$ cat src/rtl/channel_phase_generator_pkg.sv
// Shared types for the channel phase generator.
//   PHASE_W        width of the phase word handed to the waveform generators
//   phase_t        phase word type (0x00..0xFF across one waveform cycle)
//   phase_state_e  note-gate FSM states
package synth_pkg;

  localparam int PHASE_W = 8;

  typedef logic [PHASE_W-1:0] phase_t;

  typedef enum logic [1:0] {
    PH_IDLE,
    PH_RUN,
    PH_DRAIN
  } phase_state_e;

endpackage

$ cat src/rtl/channel_phase_generator_if.sv
// Tuning-word valid/ready handshake.
//   freq_word   phase increment per sample tick
//   freq_valid  freq_word valid
//   freq_ready  receiver has a free pending slot
// The master drives the word; the slave (the phase generator) drives ready.
interface channel_phase_generator_if #(
  parameter int INC_W = 16
) ();

  logic [INC_W-1:0] freq_word;
  logic             freq_valid;
  logic             freq_ready;

  modport master (output freq_word, output freq_valid, input freq_ready);
  modport slave  (input freq_word, input freq_valid, output freq_ready);

endinterface

$ cat src/rtl/channel_phase_generator_phase_accumulator.sv
// Phase accumulator: acc + zero-extended inc, modulo 2^ACC_W.
//   clk, rst_n  clock, asynchronous active-low reset
//   clr         synchronous clear of acc (wins over en)
//   en          take one accumulation step this cycle
//   inc         phase increment, INC_W bits
//   acc         accumulator register
//   carry       carry-out of acc + inc for the current register contents
module phase_accumulator #(
  parameter int ACC_W = 24,
  parameter int INC_W = 16
) (
  input  logic             clk,
  input  logic             rst_n,
  input  logic             clr,
  input  logic             en,
  input  logic [INC_W-1:0] inc,
  output logic [ACC_W-1:0] acc,
  output logic             carry
);

  logic [ACC_W:0] sum;

  assign sum   = {1'b0, acc} + {{(ACC_W + 1 - INC_W){1'b0}}, inc};
  assign carry = sum[ACC_W];

  always_ff @(posedge clk or negedge rst_n) begin
    if (!rst_n) begin
      acc <= '0;
    end else if (clr) begin
      acc <= '0;
    end else if (en) begin
      acc <= sum[ACC_W-1:0];
    end
  end

endmodule

$ cat src/rtl/channel_phase_generator.sv
// Channel phase generator: phase accumulator with a registered tuning word,
// a note gate, and a drain state that lets a released note finish its cycle
// at phase 0.
//   clk, rst_n   clock, asynchronous active-low reset
//   sample_tick  one-cycle strobe at the audio sample rate
//   gate         note on (level)
//   sync_in      hard sync; forces phase to 0
//   freq_if      tuning-word handshake (slave side)
//   period       phase word, top 8 bits of the accumulator
//   wrap         registered one-cycle pulse when the accumulator carries out
//   active       FSM is not idle
module channel_phase_generator
  import synth_pkg::*;
#(
  parameter int ACC_W = 24,
  parameter int INC_W = 16
) (
  input  logic                      clk,
  input  logic                      rst_n,
  input  logic                      sample_tick,
  input  logic                      gate,
  input  logic                      sync_in,
  channel_phase_generator_if.slave  freq_if,
  output phase_t                    period,
  output logic                      wrap,
  output logic                      active
);

  phase_state_e     state, state_next;
  logic [INC_W-1:0] inc;
  logic [INC_W-1:0] pending;
  logic             pend_vld;
  logic [ACC_W-1:0] acc;
  logic             carry;
  logic             acc_clr, acc_en, wrap_next;

  assign freq_if.freq_ready = ~pend_vld;
  assign period             = acc[ACC_W-1 -: PHASE_W];
  assign active             = (state != PH_IDLE);

  // The pending slot is only refilled while empty, so load and drain can
  // never collide; inc moves on a tick regardless of FSM state.
  always_ff @(posedge clk or negedge rst_n) begin
    if (!rst_n) begin
      inc      <= '0;
      pending  <= '0;
      pend_vld <= 1'b0;
    end else begin
      if (sample_tick && pend_vld) begin
        inc      <= pending;
        pend_vld <= 1'b0;
      end
      if (freq_if.freq_valid && !pend_vld) begin
        pending  <= freq_if.freq_word;
        pend_vld <= 1'b1;
      end
    end
  end

  always_comb begin
    state_next = state;
    acc_clr    = 1'b0;
    acc_en     = 1'b0;
    wrap_next  = 1'b0;
    case (state)
      PH_IDLE: begin
        acc_clr = 1'b1;
        if (gate) state_next = PH_RUN;
      end
      PH_RUN: begin
        if (sync_in) begin
          acc_clr = 1'b1;
        end else if (sample_tick) begin
          acc_en    = 1'b1;
          wrap_next = carry;
        end
        if (!gate) state_next = PH_DRAIN;
      end
      PH_DRAIN: begin
        if (sync_in) begin
          acc_clr    = 1'b1;
          state_next = PH_IDLE;
        end else if (gate) begin
          // Re-triggered note resumes from the current phase.
          state_next = PH_RUN;
          if (sample_tick) begin
            acc_en    = 1'b1;
            wrap_next = carry;
          end
        end else if (sample_tick) begin
          if (carry) begin
            acc_clr    = 1'b1;
            wrap_next  = 1'b1;
            state_next = PH_IDLE;
          end else if (inc == '0) begin
            // A zero increment would never carry; stop instead of hanging.
            acc_clr    = 1'b1;
            state_next = PH_IDLE;
          end else begin
            acc_en = 1'b1;
          end
        end
      end
      default: begin
        acc_clr    = 1'b1;
        state_next = PH_IDLE;
      end
    endcase
  end

  always_ff @(posedge clk or negedge rst_n) begin
    if (!rst_n) begin
      state <= PH_IDLE;
      wrap  <= 1'b0;
    end else begin
      state <= state_next;
      wrap  <= wrap_next;
    end
  end

  phase_accumulator #(
    .ACC_W (ACC_W),
    .INC_W (INC_W)
  ) u_acc (
    .clk   (clk),
    .rst_n (rst_n),
    .clr   (acc_clr),
    .en    (acc_en),
    .inc   (inc),
    .acc   (acc),
    .carry (carry)
  );

endmodule

$ cat src/flat_wrapper.sv
// flat-port wrapper written by rule: the top's interface ports become plain ports
module channel_phase_generator_flat import synth_pkg::*;
#(
  parameter int ACC_W = 24,
  parameter int INC_W = 16
)
  (clk, rst_n, sample_tick, gate, sync_in, period, wrap, active, freq_if_freq_word, freq_if_freq_valid, freq_if_freq_ready);
  channel_phase_generator_if #(.INC_W(INC_W)) freq_if_i ();
  input  logic clk;
  input  logic rst_n;
  input  logic sample_tick;
  input  logic gate;
  input  logic sync_in;
  output phase_t period;
  output logic wrap;
  output logic active;
  input wire logic [$bits(freq_if_i.freq_word)-1:0] freq_if_freq_word;
  input wire logic [$bits(freq_if_i.freq_valid)-1:0] freq_if_freq_valid;
  output wire logic [$bits(freq_if_i.freq_ready)-1:0] freq_if_freq_ready;
  assign freq_if_i.freq_word = freq_if_freq_word;
  assign freq_if_i.freq_valid = freq_if_freq_valid;
  assign freq_if_freq_ready = freq_if_i.freq_ready;
  channel_phase_generator #(.ACC_W(ACC_W), .INC_W(INC_W)) u_core (.clk(clk), .rst_n(rst_n), .sample_tick(sample_tick), .gate(gate), .sync_in(sync_in), .freq_if(freq_if_i), .period(period), .wrap(wrap), .active(active));
endmodule
$ cat config.mk
export PLATFORM = sky130hd
export DESIGN_NAME = channel_phase_generator_flat
export DESIGN_NICKNAME = d
export VERILOG_FILES = /design/src/rtl/channel_phase_generator_pkg.sv /design/src/rtl/channel_phase_generator_if.sv /design/src/rtl/channel_phase_generator_phase_accumulator.sv /design/src/rtl/channel_phase_generator.sv /design/src/flat_wrapper.sv
export SDC_FILE = /design/constraint.sdc
export NUM_CORES = 1
export LEC_CHECK = 0
export ABC_AREA = 1
export CAP_MARGIN = 20
export CORE_MARGIN = 2
export CORE_UTILIZATION = 45
export CTS_CLUSTER_SIZE = 28
export DETAILED_ROUTE_END_ITERATION = 7
export PLACE_DENSITY = 0.67
export SLEW_MARGIN = 10
export SYNTH_ARGS = -nofsm -noshare
export SYNTH_HDL_FRONTEND = slang
export SYNTH_SLANG_ARGS = --single-unit
$ cat constraint.sdc
create_clock -name clk -period 1.9 [get_ports clk]
set_input_delay 0.38 -clock clk [delete_from_list [all_inputs] [get_ports clk]]
set_output_delay 0.38 -clock clk [all_outputs]
set_load 0.05 [all_outputs]
### After elaboration in Yosys (flattened, before gate mapping)

Cells that the tools add are included.
W data, S select, Z words.

* register bits after elaboration: 60
* output and inout port bits: 11

* add/sub/neg operators: 1
* equality and inequality tests: 6
* multiplexer cells: 34
* bitwise operators: 1
* reductions and logical operators: 9

Operator list (count)
* $mux W24: 2
* $add A24 B16 Y25: 1
* $mux W1: 21
* $logic_not A16 Y1: 1
* $mux W2: 7
* $pmux W1 S2: 3
* $pmux W2 S3: 1
* $reduce_bool A2 Y1: 3
* $ne A5 B4 Y1 const B: 1
* $ne A2 B2 Y1 const B: 2
* $ne A4 B4 Y1 const B: 1
* $reduce_and A4 Y1: 1
* $eq A2 B1 Y1 const B: 1
* $eq A2 B2 Y1 const B: 1
* $logic_and A1 B1 Y1: 2
* $logic_not A2 Y1: 1
* $logic_not A1 Y1: 1
* $not A1 Y1: 1

### Longest topological paths before layout

Gate-level depths: netlist of the first run.

* depth in word-level cells: 9
* mapped depth: 16

### Modules after synthesis

A second synthesis of the first run with hierarchy kept.

* cells, all modules: 492
* area total of the unflattened synthesis: 3719.8 um^2

By module, submodules not included
* phase_accumulator: instances 1, cells an instance 342, area an instance 2154.6 um^2, sequential area each 600.6 um^2
* channel_phase_generator: instances 1, cells an instance 150, area an instance 1565.3 um^2, sequential area each 900.9 um^2

### Least setup slack after synthesis of the first run

Ideal clock, no wire load.

* path kind: reg2reg
* start point: register u_core.u_acc.acc[0]
* end point: register u_core.u_acc.acc[21]
* library setup time: 0.117 ns
* arrival: 1.953 ns
* required time: 1.783 ns
* setup slack: -0.170 ns
* stages on the path, launching flop included: 17
* path buffers: 1
* period minus slack after synthesis: 2.070 ns
* cells stage by stage: dfrtp_1 -> ha_1 -> inv_1 -> fa_1 -> inv_1 -> nand2_1 -> nand2_1 -> nand3_1 -> nand2_2 -> nand2_2 -> nand3_4 -> nand3_2 -> nand2_2 -> buf_6 -> nor2_1 -> nand2_1 -> nand2_1

* cells in the longest elaborated chain, start to end: 7
* elaborated cells on any way between the ends: 14

Ends and longest elaborated chain
* from (decl): RTL line channel_phase_generator_phase_accumulator.sv:17 `output logic [ACC_W-1:0] acc,`
* from (signal assigned): RTL line channel_phase_generator_phase_accumulator.sv:32 `acc <= sum[ACC_W-1:0];`
* $add A24 B16 Y25 *: RTL line channel_phase_generator_phase_accumulator.sv:23 `assign sum = {1'b0, acc} + {{(ACC_W + 1 - INC_W){1'b0}}, inc};`
* $mux W1: RTL line channel_phase_generator.sv:91 `if (carry) begin`
* $mux W1: RTL line channel_phase_generator.sv:90 `end else if (sample_tick) begin`
* $mux W1: RTL line channel_phase_generator.sv:83 `end else if (gate) begin`
* $mux W1: RTL line channel_phase_generator.sv:80 `if (sync_in) begin`
* $pmux W1 S2: RTL line channel_phase_generator.sv:65 `case (state)`
* $mux W24 / $reduce_bool A2 Y1 (equally long branches)

Mark *: on every way between the ends. The rest lies on a longest branch, timed or not. The select of a mux whose other input is x is not followed.
A chain may end at the register's enable or synchronous reset.

### Final worst setup path of the first run

* start point: register u_core.u_acc.acc[0]
* end point: register u_core.u_acc.acc[9]

Same word-level chain as after synthesis.

==> out/metrics.cfg, run 1 <==
[drt]
route.detailed.drc=0
wire_per_inst_um=14.8
via_count=4304
via_per_inst=5.28
drtIter0Drc=284
final_antenna_net_count=0
routed_wl_mm=12.1
drtPass1Iterations=5

[worst_setup_path]
cp.required_ns=2.13
r2r_end=u_core.u_acc.acc[9]
r2r_start=u_core.u_acc.acc[0]
ff2ff_path_depth=14
path_max_fanout=6
cp_data_arrival_time_ns=2.43
crit_path_end_kind=flip-flop
worst-path-stages=14
cp_cell_sequence=ha_2, inv_2, fa_2, inv_2, nand2_1, nand2_1, nand3_1, nand2_2, nand2_4, nand3_4, nand2_8, clkbuf_16, nand4_1, a21oi_2
crit_path_start_kind=flip-flop
worstSetupPathType=reg2reg
critical-path-max-stage-delay_ns=0.36
critPathLaunch=u_core.u_acc.acc[0]
crit_path_end=u_core.u_acc.acc[9]
ff2ff_setup_slack_ns=-0.30
worst-path-buf-inv=3
critPathTopFamily=simple AND/OR/NAND/NOR gates
crit_path_top_delay_cell=dfrtp_1

[final_layout]
fin_nets=742
multi_input_area_um2=2550
syn_to_final_growth_pct=38.2
fillCellCount=776
finalNonFillerCells=815
n_antenna_cell=0
seq_area_um2=1500
drive_above_1_share_pct=27.4
final_cell_area_um2=5840

[clock_network]
cts_tree=done
cts_root_buf=clkbuf_8
cts_inserted_buffers=9
cts.sinks=60
clock_latency_ns=0.36
clk_path_buf_depth=2
path_clk_slew_ns=0.08
htree_num_levels=3

[global_route]
grt_pass1_vias=4072
overflow=0
grt_usage_pct=23.7
antenna_found_initial=0
grt_max_degree=61
grt_pass1_wl_mm=18.8

[sta]
finalHoldViolations=0
setup_slack_ns=-0.302
fin_crit_sh_pct=116
rsz0062_at_grt=true
drv_slew=0
slew_headroom_pct=61.6
tightest_slew_ns=0.576
setup_viol=27
fin_crit_ns=2.20
max_freq_ghz=0.454
fin_worst_skew_ns=0.0165

[floorplan]
die_x_um=101
core_um2=9200
row_count=35
initial_core_util_pct=46.0
dieHeight_um=101
ios=33
dieArea_um2=10200

[yosys]
synth_top_cell_by_area=dfrtp_1
synth-edff-count=0
netlist_area_um2=4230
netlist_instances=591
synth-async-reset-ratio_pct=100
ys_seq_area_share_pct=35.5
yosysWarnings=0
synth_top_area_share_pct=35.5
synth_cell_types=31
yosys_register_bits=60
syn_nets=634
synthTopCellsByArea=dfrtp_1 (36%), nand2_1 (15%), inv_1 (8.2%)
synth_ff_type=dfrtp_1
postSynthAreaPerCell_um2=7.15

[status]
violations=setup timing
outcome=complete, but fails checks

[pwr]
ir_drop_uv=627
p_per_area_nw_per_um2=1200
p_leak_uw=0.00294

[placement]
gp_congestion=0.951
hpwl_mm=7.98
pre_cts_slack_ns=-0.223
dp_cells=784
port_buffers=32
dpl_cell_area_um2=5120

[run]
max-cap-violations=0

[worst_hold_path]
hold_class=in2async

[layer usage]
metal | global-route usage (%) | part of all wire (%) | vias to the layer above | wire, um
met1 | 29.7 | 43 | 2025 | 5230
met3 | 4.65 | 5.0 | 48 | 599
met4 | 8.73 | 3.3 | 0 | 398
met2 | 40.3 | 48 | 145 | 5820
li1 | - | - | 2086 | -
met5 | 0 | 0 | - | 0
[metrics by stage]
stage	TNS, ns	utilization [%]	hold WS [ns]	total power, uW
global route	-8.87	63.5	0.0452	7470
detailed placement	-4.35	55.7	0.412	4960
floorplan	-1.24	-	0.0844	3660
CTS	-4.13	61.0	0.0281	6620
global placement	-2.60	55.7	0.411	4880
finish	-6.22	63.5	0.00686	7020
[worst register-to-register path, delay by kind of cell, from the launching register on]
kind / cells / cell delay [ns]
simple gates: 8 / 0.78
flops: 1 / 0.36
buf+inv: 3 / 0.32
fa+ha+maj: 2 / 0.54
compound gates: 1 / 0.08
[cells in the final DEF, fill, tap and decap left out, types with 12 or more instances in the layout]
cell and instances:
dfrtp_1 60, buf_4 80, nand3_1 30, clkdlybuf4s50_1 20
nand4_1 19, a21oi_2 13, inv_1 89, nand2_2 12
mux2_2 12, nor2_1 61, nand2_1 165, a21oi_1 24
[sequential cells by signal (all words and copies together), names as in the netlist]
name / flops
u_core.u_acc.acc: 24
u_core.pend_vld: 1
u_core.wrap: 1
u_core.inc: 16
u_core.pending: 16
u_core.state: 2
[where the power goes]
part | leakage (uW) | switching [uW] | internal (uW)
Sequential | 0.000748 | 225 | 1550
Clock | 0.000122 | 567 | 907
Combinational | 0.00207 | 2050 | 1720
[timing repair]
action                     in CTS  in global routing
gates resized for setup        25                 22
setup endpoints to repair      27                 27
pin swaps                       4                 10
buffers inserted                5                  3
gates cloned                    3                  4
hold buffers                    0                  0
[area by class of cell]
cell class              count  share of cell area, %
multi-input cells         422                   43.7
clock buffers              10                   2.36
inverters                  93                   6.02
well taps                 111                   2.38
clock inverters             6                   1.91
flip-flops and latches     60                   25.7
repair buffers            113                   17.9
[cell families (layout without fill, tap and decap cells)]
| logic type | count (synthesis) | count (layout) | synth area share [%] |
|---|---|---|---|
| compound gates | 46 | 46 | 6.30 |
| fa+ha+maj | 21 | 21 | 6.39 |
| flops | 60 | 60 | 35.5 |
| simple gates | 332 | 336 | 35.3 |
| mux | 12 | 12 | 3.20 |
| xor+xnor | 7 | 7 | 1.45 |
| buf+inv | 113 | 222 | 11.8 |
[Yosys cell counts, types with 9 or more instances]
cell type  number
nand4_1        19
ha_1           20
dfrtp_1        60
a21oi_2         9
a21oi_1        29
mux2_2         12
inv_1          92
nand3b_1       11
nor2_1         62
buf_4           9
nand2_1       168
nand3_1        42
nand2_2        14
[worst min-delay path by stage]
stage | to | from | cells after the start
detailed placement | u_core.u_acc.acc[22] | rst_n | 2
floorplan | u_core.inc[0] | rst_n | 0
CTS | u_core.u_acc.acc[6] | rst_n | 2
global route | u_core.u_acc.acc[20] | rst_n | 2
finish | u_core.u_acc.acc[20] | rst_n | 2
global placement | u_core.u_acc.acc[22] | rst_n | 2
Note: power is estimated with default switching activity, not from simulation.
==> run 2: changes to the inputs <==
CORE_UTILIZATION = 50   (was 45)
PLACE_DENSITY = 0.73   (was 0.67)
==> run 2 against run 1 <==
Effect of this change:
- the run still ends with setup timing left
- cell area decreased by 3.2%
- final cell count decreased by 1.5%
- sequential share of layout area increased by 0.84 points
- clock power decreased by 16%
- power decreased by 5.0%
- via count decreased by 2.3%
- first-iteration DRC count decreased by 15%
- sequential cell count unchanged
- core utilization increased by 5.3 points
- sequential power about the same
- largest power group unchanged
==> out/metrics.cfg, run 2 (synthesis gave the netlist of run 1 again) <==
[floorplan]
row_count=33  ; -5.7%
die_x_um=96.0  ; -4.9%
dieHeight_um=96.0  ; -4.9%
ios=33  ; unchanged
core_um2=8220  ; -11%
initial_core_util_pct=51.5  ; +5.5 points
dieArea_um2=9210  ; -9.6%

[worst_setup_path]
cp_cell_sequence=ha_2, inv_2, fa_2, inv_2, nand2_1, nand2_1, nand3_2, nand2_4, nand2_4, nand3_4, nand2_8, buf_6, nand4_1, a21oi_1
cp_data_arrival_time_ns=2.34  ; -0.09 ns
crit_path_start_kind=flip-flop
critPathLaunch=u_core.u_acc.acc[0]
cp.required_ns=2.11  ; -0.02 ns
r2r_end=u_core.u_acc.acc[11]
ff2ff_path_depth=14  ; unchanged
critical-path-max-stage-delay_ns=0.37  ; about the same
worstSetupPathType=reg2reg
r2r_start=u_core.u_acc.acc[0]
crit_path_end_kind=flip-flop
crit_path_top_delay_cell=dfrtp_1
ff2ff_setup_slack_ns=-0.22  ; +0.08 ns
crit_path_end=u_core.u_acc.acc[11]
path_max_fanout=8  ; +2

[global_route]
antenna_found_initial=0  ; unchanged
grt_pass1_vias=4051  ; -0.52%
grt_pass1_wl_mm=18.2  ; -3.2%
overflow=0  ; unchanged
grt_max_degree=49  ; -20%
grt_usage_pct=25.8  ; +2.1 points

[clock_network]
path_clk_slew_ns=0.07  ; about the same
cts.sinks=60  ; unchanged
cts_tree=done
cts_root_buf=clkbuf_8
clk_path_buf_depth=2  ; unchanged
clock_latency_ns=0.34  ; -0.02 ns
cts_inserted_buffers=9  ; unchanged
htree_num_levels=3  ; unchanged

[placement]
pre_cts_slack_ns=-0.222  ; +0.00103 ns
hpwl_mm=8.07  ; +1.2%
dp_cells=778  ; -0.77%
gp_congestion=0.948  ; -0.34%
port_buffers=32  ; unchanged

[sta]
rsz0062_at_grt=true
fin_crit_sh_pct=112  ; -4.3 points
slew_headroom_pct=61.2  ; -0.39 points
finalHoldViolations=0  ; unchanged
setup_viol=26  ; -3.7%
fin_worst_skew_ns=0.00588  ; -0.0107 ns
setup_slack_ns=-0.220  ; +0.0817 ns
drv_slew=0  ; unchanged
fin_crit_ns=2.12  ; -0.0817 ns
max_freq_ghz=0.472  ; +3.9%
setup_tns_ns=-4.90  ; +1.31 ns
tightest_slew_ns=0.582  ; +0.00583 ns

[final_layout]
syn_to_final_growth_pct=33.8
fillCellCount=632  ; -19%
top_regs=u_core.u_acc.acc (24), u_core.inc (16), u_core.pending (16)
final_common_cell=nand2_1
finalNonFillerCells=803  ; -1.5%
regMostFlops=u_core.u_acc.acc
drive_above_1_share_pct=26.5  ; -0.91 points
n_antenna_cell=0  ; unchanged
fin_nets=737  ; -0.67%
seq_area_um2=1500  ; unchanged
largest_register_ffs=24  ; unchanged
multi_input_area_um2=2480  ; -2.9%
layout_common_cells=nand2_1 (163), inv_1 (89), buf_4 (79)

[status]
violations=setup timing
outcome=complete, but fails checks

[worst_hold_path]
hold_class=in2async

[pwr]
swShare_pct=41.1  ; +0.51 points
p_int_uw=3930  ; -5.8%
p_seq_share_pct=26.8  ; +1.5 points
p_comb_share_pct=54.5  ; +0.8 points
p_leak_uw=0.00285  ; -3.0%
total_power_uw=6670  ; -5.0%
p_sw_uw=2740  ; -3.8%
p_per_area_nw_per_um2=1180  ; -1.9%
clkPwrFrac_pct=18.6  ; -2.4 points
ir_drop_uv=741  ; +18%

[drt]
drtIter0Drc=240  ; -15%
wire_per_inst_um=14.5  ; -2.2%
final_antenna_net_count=0  ; unchanged
drtPass1Iterations=5  ; unchanged
via_per_inst=5.24  ; -0.86%
route.detailed.drc=0  ; unchanged
via_count=4204  ; -2.3%
routed_wl_mm=11.6  ; -3.7%

[run]
max-cap-violations=0  ; unchanged

## run 2: final cells by class
class	count	share of cell area, %
Tap cell	105	2.32
Inverter	93	6.26
Sequential cell	60	26.5
Timing Repair Buffer	111	17.4
Clock buffer	10	2.26
Clock inverter	5	1.37
Multi-Input combinational cell	419	43.8
## run 2: power groups by stage
stage	Sequential, uW	Clock (uW)	Combinational, uW
finish	1790	1240	3640
global route	1820	1320	3990
CTS	1740	1260	3410
detailed placement	1760	0	3190
global placement	1740	0	3110
floorplan	1700	0	1960
## run 2: worst min path at each step
stage / slack (ns) / to / startpoint
floorplan: 0.08 / u_core.inc[0] / rst_n
global placement: 0.31 / u_core.u_acc.acc[7] / rst_n
detailed placement: 0.31 / u_core.u_acc.acc[7] / rst_n
CTS: 0.50 / u_core.u_acc.acc[7] / rst_n
global route: 0.50 / u_core.u_acc.acc[7] / rst_n
finish: 0.49 / u_core.u_acc.acc[7] / rst_n
## run 2: what timing repair did
item | 4_1_cts | 5_1_grt
hold buffers | 1 | 0
gates cloned | 1 | 1
endpoints found under the setup margin | 26 | 27
hold endpoints to repair | 12 | 0
buffers inserted | 4 | 5
gates resized for setup | 21 | 22
pin swaps | 5 | 8
## run 2: worst max-delay path, delay by kind of cell (launching register included)
kind,cells,cell delay (ns)
compound gates,1,0.09
fa+ha+maj,2,0.56
buf+inv,3,0.28
flops,1,0.37
simple gates,8,0.70
## run 2: metrics by stage
| step | utilization, % | cell area [um^2] | hold WS [ns] |
|---|---|---|---|
| 4_1_cts | 66.3 | 5450 | 0.495 |
| 5_1_grt | 68.8 | 5660 | 0.504 |
| 6_report | 68.8 | 5660 | 0.487 |
| 3_3_place_gp | 62.1 | 5100 | 0.312 |
| 3_5_place_dp | 62.1 | 5100 | 0.313 |
| 2_1_floorplan | - | 4240 | 0.0844 |
## run 2: per-layer routing
| metal | wire [um] | global-route usage [%] |
|---|---|---|
| met2 | 5690 | 43.1 |
| met1 | 4990 | 33.0 |
| met3 | 580 | 4.70 |
| met4 | 348 | 10.4 |
| met5 | 0 | 0 |
==> run 3: changes to the inputs <==
CORE_ASPECT_RATIO = 0.7   (was unset)
==> run 3 against run 2 <==
Effect of this change:
- the flow still finishes with violations (setup timing)
- clock skew rose by 0.0072 ns
- clock power rose by 36%
- sequential power barely moved
- global-route usage rose by 2.2 points
- sequential share of layout area fell by 0.80 points
- non-clock buffer count rose by 8
- via count barely moved
- register-to-register slack barely moved
- combinational power rose by 4%
- hold slack improved by 0.018 ns
- final cell count rose by 1.0%
- critical endpoint is now u_core.u_acc.acc[10]
- largest power group unchanged
==> out/metrics.cfg, run 3 (synthesis gave the netlist of run 1 again) <==
[worst_setup_path]
ff2ff_setup_slack_ns=-0.23  ; about the same
worst-path-buf-inv=2  ; -1
critical-path-max-stage-delay_ns=0.40  ; +0.03 ns
crit_path_start_kind=flip-flop
r2r_end=u_core.u_acc.acc[10]
cp.required_ns=2.16  ; +0.05 ns
r2r_start=u_core.u_acc.acc[15]
crit_path_top_delay_cell=dfrtp_1
cp_data_arrival_time_ns=2.39  ; +0.05 ns
path_max_fanout=13  ; +5
ff2ff_path_depth=12  ; -2
cp_cell_sequence=ha_1, nand2_2, inv_1, nand2_1, and2_1, nand2_1, nand2_2, nand3_4, nand2_8, buf_12, nand4_1, a21oi_2
crit_path_end_kind=flip-flop
worstSetupPathType=reg2reg
critPathTopFamily=simple AND/OR/NAND/NOR gates

[worst_hold_path]
holdPathStages=1
hold_class=reg2reg
hold_start=u_core.pending[1]
min_to=u_core.pending[1]

[drt]
routed_wl_mm=12.2  ; +5.1%
wire_per_inst_um=15.0  ; +4.1%
drtPass1Iterations=5  ; unchanged
via_per_inst=5.18  ; -1.1%
via_count=4200  ; -0.095%
route.detailed.drc=0  ; unchanged
drtIter0Drc=391  ; +63%
final_antenna_net_count=0  ; unchanged

[global_route]
grt_pass1_wl_mm=20.0  ; +9.7%
overflow=0  ; unchanged
grt_pass1_vias=4235  ; +4.5%
grt_max_degree=46  ; -6.1%
antenna_found_initial=0  ; unchanged
grt_usage_pct=28.0  ; +2.2 points

[sta]
fin_worst_skew_ns=0.0131  ; +0.00719 ns
fin_crit_sh_pct=112  ; +0.72 points
fin_crit_ns=2.13  ; +0.0136 ns
finalHoldViolations=0  ; unchanged
tightest_slew_ns=0.603  ; +0.0216 ns
rsz0062_at_grt=true
drv_slew=0  ; unchanged
max_freq_ghz=0.469  ; -0.64%
slew_headroom_pct=59.8  ; -1.4 points
setup_slack_ns=-0.234  ; -0.0136 ns
setup_viol=26  ; unchanged

[clock_network]
path_clk_slew_ns=0.05  ; -0.02 ns
clock_latency_ns=0.34  ; about the same
clk_path_buf_depth=2  ; unchanged
cts_inserted_buffers=9  ; unchanged
cts_root_buf=clkbuf_16
cts_tree=done
htree_num_levels=3  ; unchanged
cts.sinks=60  ; unchanged

[status]
violations=setup timing
outcome=complete, but fails checks

[floorplan]
dieHeight_um=80.9  ; -16%
die_x_um=114  ; +19%
row_count=28  ; -15%
ios=33  ; unchanged
dieArea_um2=9220  ; +0.13%
initial_core_util_pct=50.7  ; -0.75 points
core_um2=8340  ; +1.5%

[placement]
gp_congestion=0.948  ; about the same
port_buffers=32  ; unchanged
hpwl_mm=8.65  ; +7.2%
pre_cts_slack_ns=-0.255  ; -0.0332 ns

[final_layout]
final_common_cell=nand2_1
syn_to_final_growth_pct=37.9
fin_nets=745  ; +1.1%
top_regs=u_core.u_acc.acc (24), u_core.inc (16), u_core.pending (16)
regMostFlops=u_core.u_acc.acc
layout_common_cells=nand2_1 (161), inv_1 (89), buf_4 (84)
drive_above_1_share_pct=28.2  ; +1.7 points
largest_register_ffs=24  ; unchanged
n_antenna_cell=0  ; unchanged

[pwr]
p_per_area_nw_per_um2=1240  ; +5.5%
total_power_uw=7250  ; +8.7%
p_leak_uw=0.00297  ; +4.1%
ir_drop_uv=889  ; +20%

[run]
max-cap-violations=0  ; unchanged

## run 3: cell types whose count changed in the layout (fill, tap and decap cells not counted), sizes merged
cell | previous run | this run
clkinv | 2 | 0
clkbuf | 11 | 12
clkinvlp | 1 | 2
buf | 88 | 97
bufinv | 2 | 1
## run 3: final cells by class
| type | count | area [um^2] |
|---|---|---|
| Fill cell | 654 | 2510 |
| Multi-Input combinational cell | 419 | 2460 |
| Sequential cell | 60 | 1500 |
| Timing Repair Buffer | 119 | 1070 |
| Inverter | 93 | 352 |
| Clock buffer | 12 | 267 |
| Tap cell | 105 | 131 |
| Clock inverter | 3 | 45.0 |
## run 3: through the flow
stage          instance area, um^2  cells  hold WS [ns]  utilization [%]  setup TNS, ns
5_1_grt                       5830    811         0.523             69.9          -7.28
4_1_cts                       5670    807         0.507             68.0          -4.12
6_report                      5830    811         0.504             69.9          -4.47
2_1_floorplan                 4240    591        0.0844                -          -1.24
3_3_place_gp                  5160    785         0.337             61.9          -3.04
3_5_place_dp                  5160    785         0.340             61.9          -4.42
## run 3: how the worst max path moves through the flow
| stage | from | to | slack (ns) | depth (start not counted) |
|---|---|---|---|---|
| floorplan | u_core.u_acc.acc[0] | u_core.u_acc.acc[1] | -0.08 | 15 |
| global placement | u_core.inc[0] | u_core.u_acc.acc[23] | -0.18 | 15 |
| detailed placement | u_core.inc[0] | u_core.u_acc.acc[21] | -0.25 | 15 |
| finish | u_core.u_acc.acc[15] | u_core.u_acc.acc[10] | -0.23 | 12 |
| CTS | u_core.inc[0] | u_core.u_acc.acc[8] | -0.19 | 15 |
| global route | u_core.u_acc.acc[0] | u_core.u_acc.acc[23] | -0.34 | 15 |
## run 3: what timing repair did
action / CTS / global route
pin swaps: 7 / 8
resized for setup: 22 / 24
hold buffers: 1 / 0
gates cloned: 1 / 0
setup buffers: 5 / 4
setup endpoints to repair: 26 / 27
hold endpoints to repair: 15 / 0
## run 3: worst reg2reg max path: stages (launching register included)
cell,delay (ns)
dfrtp_1,0.40
ha_1,0.38
nand2_2,0.13
inv_1,0.06
nand2_1,0.05
and2_1,0.13
nand2_1,0.07
nand2_2,0.09
nand3_4,0.13
nand2_8,0.15
buf_12,0.16
nand4_1,0.16
a21oi_2,0.16
## run 3: per-layer routing
layer	vias up	GRT usage, %	routed length [um]
met5	-	0	0
met4	0	7.80	171
met3	20	6.79	1020
met2	158	46.2	5660
met1	1947	37.1	5350
li1	2075	-	-
## run 3: power breakdown
| part | internal (uW) | leakage (uW) | switching [uW] | total, uW |
|---|---|---|---|---|
| clock | 1110 | 0.000147 | 572 | 1690 |
| combinational | 1710 | 0.00207 | 2080 | 3790 |
| sequential | 1550 | 0.000748 | 218 | 1770 |
| total | 4380 | 0.00297 | 2870 | 7250 |
